## src/rtl/fetch_queue.sv

```systemverilog
// Instruction-fetch front end: credit-limited sequential fetch into a DEPTH-entry
// PC/instruction queue, with EX redirects that flush the queue and drop in-flight words.
module fetch_queue #(
    parameter int unsigned          DEPTH    = 4,
    parameter int unsigned          ADDR_W   = 32,
    parameter int unsigned          DATA_W   = 32,
    parameter int unsigned          MAX_OUT  = 2,
    parameter logic [ADDR_W-1:0]    RESET_PC = '0
) (
    input  logic                         clk,
    input  logic                         reset,
    input  logic                         redirect,
    input  logic [ADDR_W-1:0]            redirect_pc,
    output logic                         imem_req,
    output logic [ADDR_W-1:0]            imem_addr,
    input  logic                         imem_gnt,
    input  logic                         imem_rvalid,
    input  logic [DATA_W-1:0]            imem_rdata,
    output logic                         id_valid,
    output logic [DATA_W-1:0]            id_inst,
    output logic [ADDR_W-1:0]            id_pc,
    input  logic                         id_ready,
    output logic [$clog2(DEPTH+1)-1:0]   occupancy
);

    localparam int unsigned CNT_W = $clog2(DEPTH + 1);
    localparam int unsigned PTR_W = $clog2(DEPTH);

    logic [ADDR_W-1:0] fetch_pc_q, fetch_pc_d;
    logic [ADDR_W-1:0] resp_pc_q, resp_pc_d;
    logic [PTR_W-1:0]  rd_ptr_q, rd_ptr_d;
    logic [PTR_W-1:0]  wr_ptr_q, wr_ptr_d;
    logic [CNT_W-1:0]  count_q, count_d;
    logic [CNT_W-1:0]  inflight_q, inflight_d;
    logic [CNT_W-1:0]  drop_cnt_q, drop_cnt_d;
    logic [DATA_W-1:0] inst_q [DEPTH];
    logic [DATA_W-1:0] inst_d [DEPTH];
    logic [ADDR_W-1:0] pc_q   [DEPTH];
    logic [ADDR_W-1:0] pc_d   [DEPTH];

    logic [CNT_W:0]    credit;
    logic              req;
    logic              fire;
    logic              push;
    logic              pop;

    // Words still owed to the queue; counting them up front means a push never overflows.
    always_comb begin
        credit = {1'b0, count_q} + {1'b0, inflight_q} - {1'b0, drop_cnt_q};
        req    = !redirect && (inflight_q < CNT_W'(MAX_OUT)) && (credit < (CNT_W+1)'(DEPTH));
        fire   = req && imem_gnt;
        push   = imem_rvalid && (drop_cnt_q == '0) && !redirect;
        pop    = (count_q != '0) && id_ready && !redirect;
    end

    always_comb begin
        fetch_pc_d = fetch_pc_q;
        resp_pc_d  = resp_pc_q;
        rd_ptr_d   = rd_ptr_q;
        wr_ptr_d   = wr_ptr_q;
        count_d    = count_q + CNT_W'(push) - CNT_W'(pop);
        inflight_d = inflight_q + CNT_W'(fire) - CNT_W'(imem_rvalid);
        drop_cnt_d = drop_cnt_q;
        inst_d     = inst_q;
        pc_d       = pc_q;

        if (fire) begin
            fetch_pc_d = fetch_pc_q + ADDR_W'(4);
        end
        if (imem_rvalid && (drop_cnt_q != '0)) begin
            drop_cnt_d = drop_cnt_q - CNT_W'(1);
        end
        if (push) begin
            inst_d[wr_ptr_q] = imem_rdata;
            pc_d[wr_ptr_q]   = resp_pc_q;
            wr_ptr_d         = wr_ptr_q + PTR_W'(1);
            resp_pc_d        = resp_pc_q + ADDR_W'(4);
        end
        if (pop) begin
            rd_ptr_d = rd_ptr_q + PTR_W'(1);
        end

        // Everything still outstanding after this cycle's response belongs to the old path.
        if (redirect) begin
            count_d    = '0;
            rd_ptr_d   = '0;
            wr_ptr_d   = '0;
            fetch_pc_d = redirect_pc;
            resp_pc_d  = redirect_pc;
            drop_cnt_d = inflight_q - CNT_W'(imem_rvalid);
        end
    end

    always_ff @(posedge clk) begin
        if (!reset) begin
            fetch_pc_q <= RESET_PC;
            resp_pc_q  <= RESET_PC;
            rd_ptr_q   <= '0;
            wr_ptr_q   <= '0;
            count_q    <= '0;
            inflight_q <= '0;
            drop_cnt_q <= '0;
        end else begin
            fetch_pc_q <= fetch_pc_d;
            resp_pc_q  <= resp_pc_d;
            rd_ptr_q   <= rd_ptr_d;
            wr_ptr_q   <= wr_ptr_d;
            count_q    <= count_d;
            inflight_q <= inflight_d;
            drop_cnt_q <= drop_cnt_d;
        end
    end

    // Queue storage needs no reset: id_valid masks stale entries.
    always_ff @(posedge clk) begin
        inst_q <= inst_d;
        pc_q   <= pc_d;
    end

    assign imem_req  = reset && req;
    assign imem_addr = fetch_pc_q;
    assign id_valid  = reset && (count_q != '0);
    assign id_inst   = inst_q[rd_ptr_q];
    assign id_pc     = pc_q[rd_ptr_q];
    assign occupancy = reset ? count_q : '0;

endmodule

```

## config.mk

```make
export PLATFORM = sky130hd
export DESIGN_NAME = fetch_queue
export DESIGN_NICKNAME = d
export VERILOG_FILES = /design/src/rtl/fetch_queue.sv
export SDC_FILE = /design/constraint.sdc
export NUM_CORES = 1
export LEC_CHECK = 0
export ABC_AREA = 1
export BUFFER_PORTS_ARGS = -buffer_cell sky130_fd_sc_hd__clkbuf_2
export CAP_MARGIN = 20
export CORE_UTILIZATION = 58
export DETAILED_ROUTE_END_ITERATION = 6
export GPL_ROUTABILITY_DRIVEN = 0
export PLACE_DENSITY = 0.88
export SYNTH_ARGS = -nofsm -noshare
export SYNTH_HDL_FRONTEND = slang
export SYNTH_SLANG_ARGS = --single-unit
```

## constraint.sdc

```tcl
create_clock -name clk -period 6.1 [get_ports clk]
set_input_delay 0.305 -clock clk [delete_from_list [all_inputs] [get_ports clk]]
set_output_delay 0.305 -clock clk [all_outputs]
set_load 0.005 [all_outputs]
```

==> flow_summary.toml <==
[placed_design]
hpwl_um = 22470
dp_slack_ps = 2076
portBuffers = 170

[timing]
fmax_ghz = 0.2573
setup_ws_ps = 2214
fin_crit_sh_pct = 63.71
worst_slew_pin_slew_ps = 1080
relSlewSlack_pct = 27.91
rsz0062_at_grt = "no"
finalSetupTns_ps = 0
fin_hold_ws_ps = 15.08
fin_crit_ps = 3886
finalHoldViolCount = 0
finClkSkew_ps = 14.92
setup_viol = 0
drv_slew = 0

[critical_path]
arrival_ps = 4260
crit_slowest_cell = "nand3_2"
cp.required_ps = 6480
r2r_start = "count_q[1]$_SDFF_PP0_"
cp-endpoint = "inflight_q[2]$_SDFF_PN0_"
cpPeakStageDelay_ps = 630
critical_path_class = "reg2reg"
path_delay_family = "adder cells"
startpoint = "count_q[1]$_SDFF_PP0_"
cp.depth = 15
r2r-end = "inflight_q[2]$_SDFF_PN0_"
r2r_slack_ps = 2210
cp_max_fo = 38
path_cells = "inv_1 -> fa_1 -> inv_1 -> ha_1 -> nand2_1 -> nor2_1 -> nor2_1 -> nor2_2 -> nand3_2 -> ha_1 -> inv_1 -> ha_1 -> fa_1 -> xor2_1 -> nor2_1"
rr_worst_depth = 15
endpoint_kind = "register"
start_kind = "register"
crit_buf_inv = 3

[global_routing]
antenna_found_initial = 0
grt_overflow_total = 0
grt_pass1_wl_um = 56720
first_global_vias = 10968
grt_max_degree = 103
grt_use_total_pct = 28.09

[cells_and_area]
drive_gt1_share_pct = 15.08
final_nets = 1739
diodes = 0
area_growth_pct = 14.95

[power]
p_int_mw = 3.830
switching_share_pct = 24.74
power.share.combinational_pct = 10.1
switchingPower_mw = 1.259
seqPwrFrac_pct = 51.6
powerDensity_nw_per_um2 = 302.4
p_clk_share_pct = 38.3
p_leak_nw = 6.274
vdd_ir_drop_max_mv = 0.1957

[route]
drt-total-wl_um = 36830
postRouteAntennaNets = 0
wire_per_inst_um = 18.46
drtPass1Iterations = 5
drt_drc_violations_left = 0
num_vias = 11711
viasPerCell = 5.870
drtIter0Drc = 1328

[yosys]
yosysSeqAreaShare_pct = 63.04
syn-num-nets = 1581
netlist_instances = 1489
yosysTopAreaCellShare_pct = 52.51
synth_most_common_cell = "nor2_1"
syn_area_per_cell_um2 = 9.832
synthTopCellsByArea = "edfxtp_1, dfxtp_1, nor2_1"
ys_seq_elements = 333
synth_edf_count = 256
yosysWarnings = 0
ys_async_sr_fraction_pct = 0
synthesis.area_um2 = 14640
synthDistinctLibCells = 36
synth_ff_type = "edfxtp_1"
yosys.area.top_type = "edfxtp_1"
synthTopCellsByCount = "nor2_1, edfxtp_1, nand2_1"

[cts]
path_clk_slew_ps = 60
cts_root_buf = "clkbuf_16"
cts_tree = "built"
cts_resized = 0
postCtsSetupBuffers = 0
cts_sinks = 333
cts_buffers = 34
cts_buffer_depth = 3
hold_buffers = 6
h-tree-depth = 2
clk_latency_ps = 520

[min_path]
min_path_type = "in2reg"

[flow_run]
max-cap-violations = 0

[floorplanning]
io_pins = 171
die_x_um = 160.9
core-area_um2 = 24530
start_util_pct = 59.67
rows = 57
die_h_um = 160.9
die_area_um2 = 25880

[status]
run_status = "finished clean"
## power by group through the flow
stage | registers (mW) | logic (mW) | clock network [mW]
2_1_floorplan | 2.65 | 0.344 | 0
3_3_place_gp | 2.66 | 0.481 | 0
3_5_place_dp | 2.67 | 0.502 | 0
4_1_cts | 2.62 | 0.513 | 1.96
5_1_grt | 2.63 | 0.580 | 2.05
6_report | 2.63 | 0.515 | 1.95
## state kept, by name, summed over array words and instances, names as in the netlist
signal / flops
inst_q: 128
drop_cnt_q: 3
imem_addr: 32
count_q: 3
wr_ptr_q: 2
resp_pc_q: 32
rd_ptr_q: 2
pc_q: 128
inflight_q: 3
## worst min path at each step
stage | start | to | slack (ps) | cells after the start
after floorplan | imem_rdata[0] | inst_q[0]$_DFFE_PP_ | 400 | 0
after global placement | imem_addr[0]$_SDFFE_PN0P_ | imem_addr[0]$_SDFFE_PN0P_ | 430 | 2
after detailed placement | imem_addr[1]$_SDFFE_PN0P_ | imem_addr[1]$_SDFFE_PN0P_ | 430 | 2
after CTS | imem_rdata[31] | inst_q[31]$_DFFE_PP_ | 0.9 | 1
after global routing | imem_rdata[30] | inst_q[30]$_DFFE_PP_ | 6 | 1
final | imem_rdata[31] | inst_q[31]$_DFFE_PP_ | 20 | 1
## logic make-up after synthesis
group | count (synthesis) | synth area share [%]
compound gates | 323 | 11.88
simple gates | 627 | 17.32
fa+ha+maj | 22 | 2.085
buf+inv | 166 | 4.598
xor+xnor | 18 | 1.077
flops | 333 | 63.04
## final cells by class
class / instances / area, µm²
clock buffer: 44 / 909.6
clock inverter: 16 / 126.4
fill: 1702 / 7705
inverter: 100 / 376.6
multi-input combinational: 990 / 4768
sequential: 333 / 9234
tap: 324 / 405.4
timing repair buffer: 188 / 1008
## layer usage
metal / GRT usage, % / routed length [µm]
met1: 37.43 / 14340
met2: 45.75 / 17460
met3: 5.088 / 3785
met4: 11.28 / 1250
met5: 0 / 0
## per-stage QoR
stage / power (mW) / area [µm²] / instances / utilization [%]
after detailed placement: 3.171 / 15720 / 1928 / 64.07
after global routing: 5.266 / 16830 / 1995 / 68.59
after global placement: 3.144 / 15720 / 1928 / 64.07
after CTS: 5.094 / 16810 / 1994 / 68.53
after floorplan: 2.992 / 14640 / 1489 / -
final: 5.088 / 16830 / 1995 / 68.59
## cell usage in the layout, fill, tap and decap left out, types with 5 or more instances in the layout
cell	instances
a21oi_1	61
a31oi_1	10
buf_4	11
clkbuf_1	9
clkbuf_16	35
clkbuf_2	170
clkinv_1	7
clkinv_2	7
dfxtp_1	75
dlygate4sd3_1	6
edfxtp_1	256
ha_1	18
inv_1	96
nand2_1	255
nand3_1	56
nand3b_1	8
nand4_1	8
nor2_1	279
nor2_2	5
nor2_4	7
o21a_1	6
o21ai_0	173
o22ai_1	64
xnor2_1	6
xor2_1	12
No activity file was read; power rests on OpenSTA's default activity.
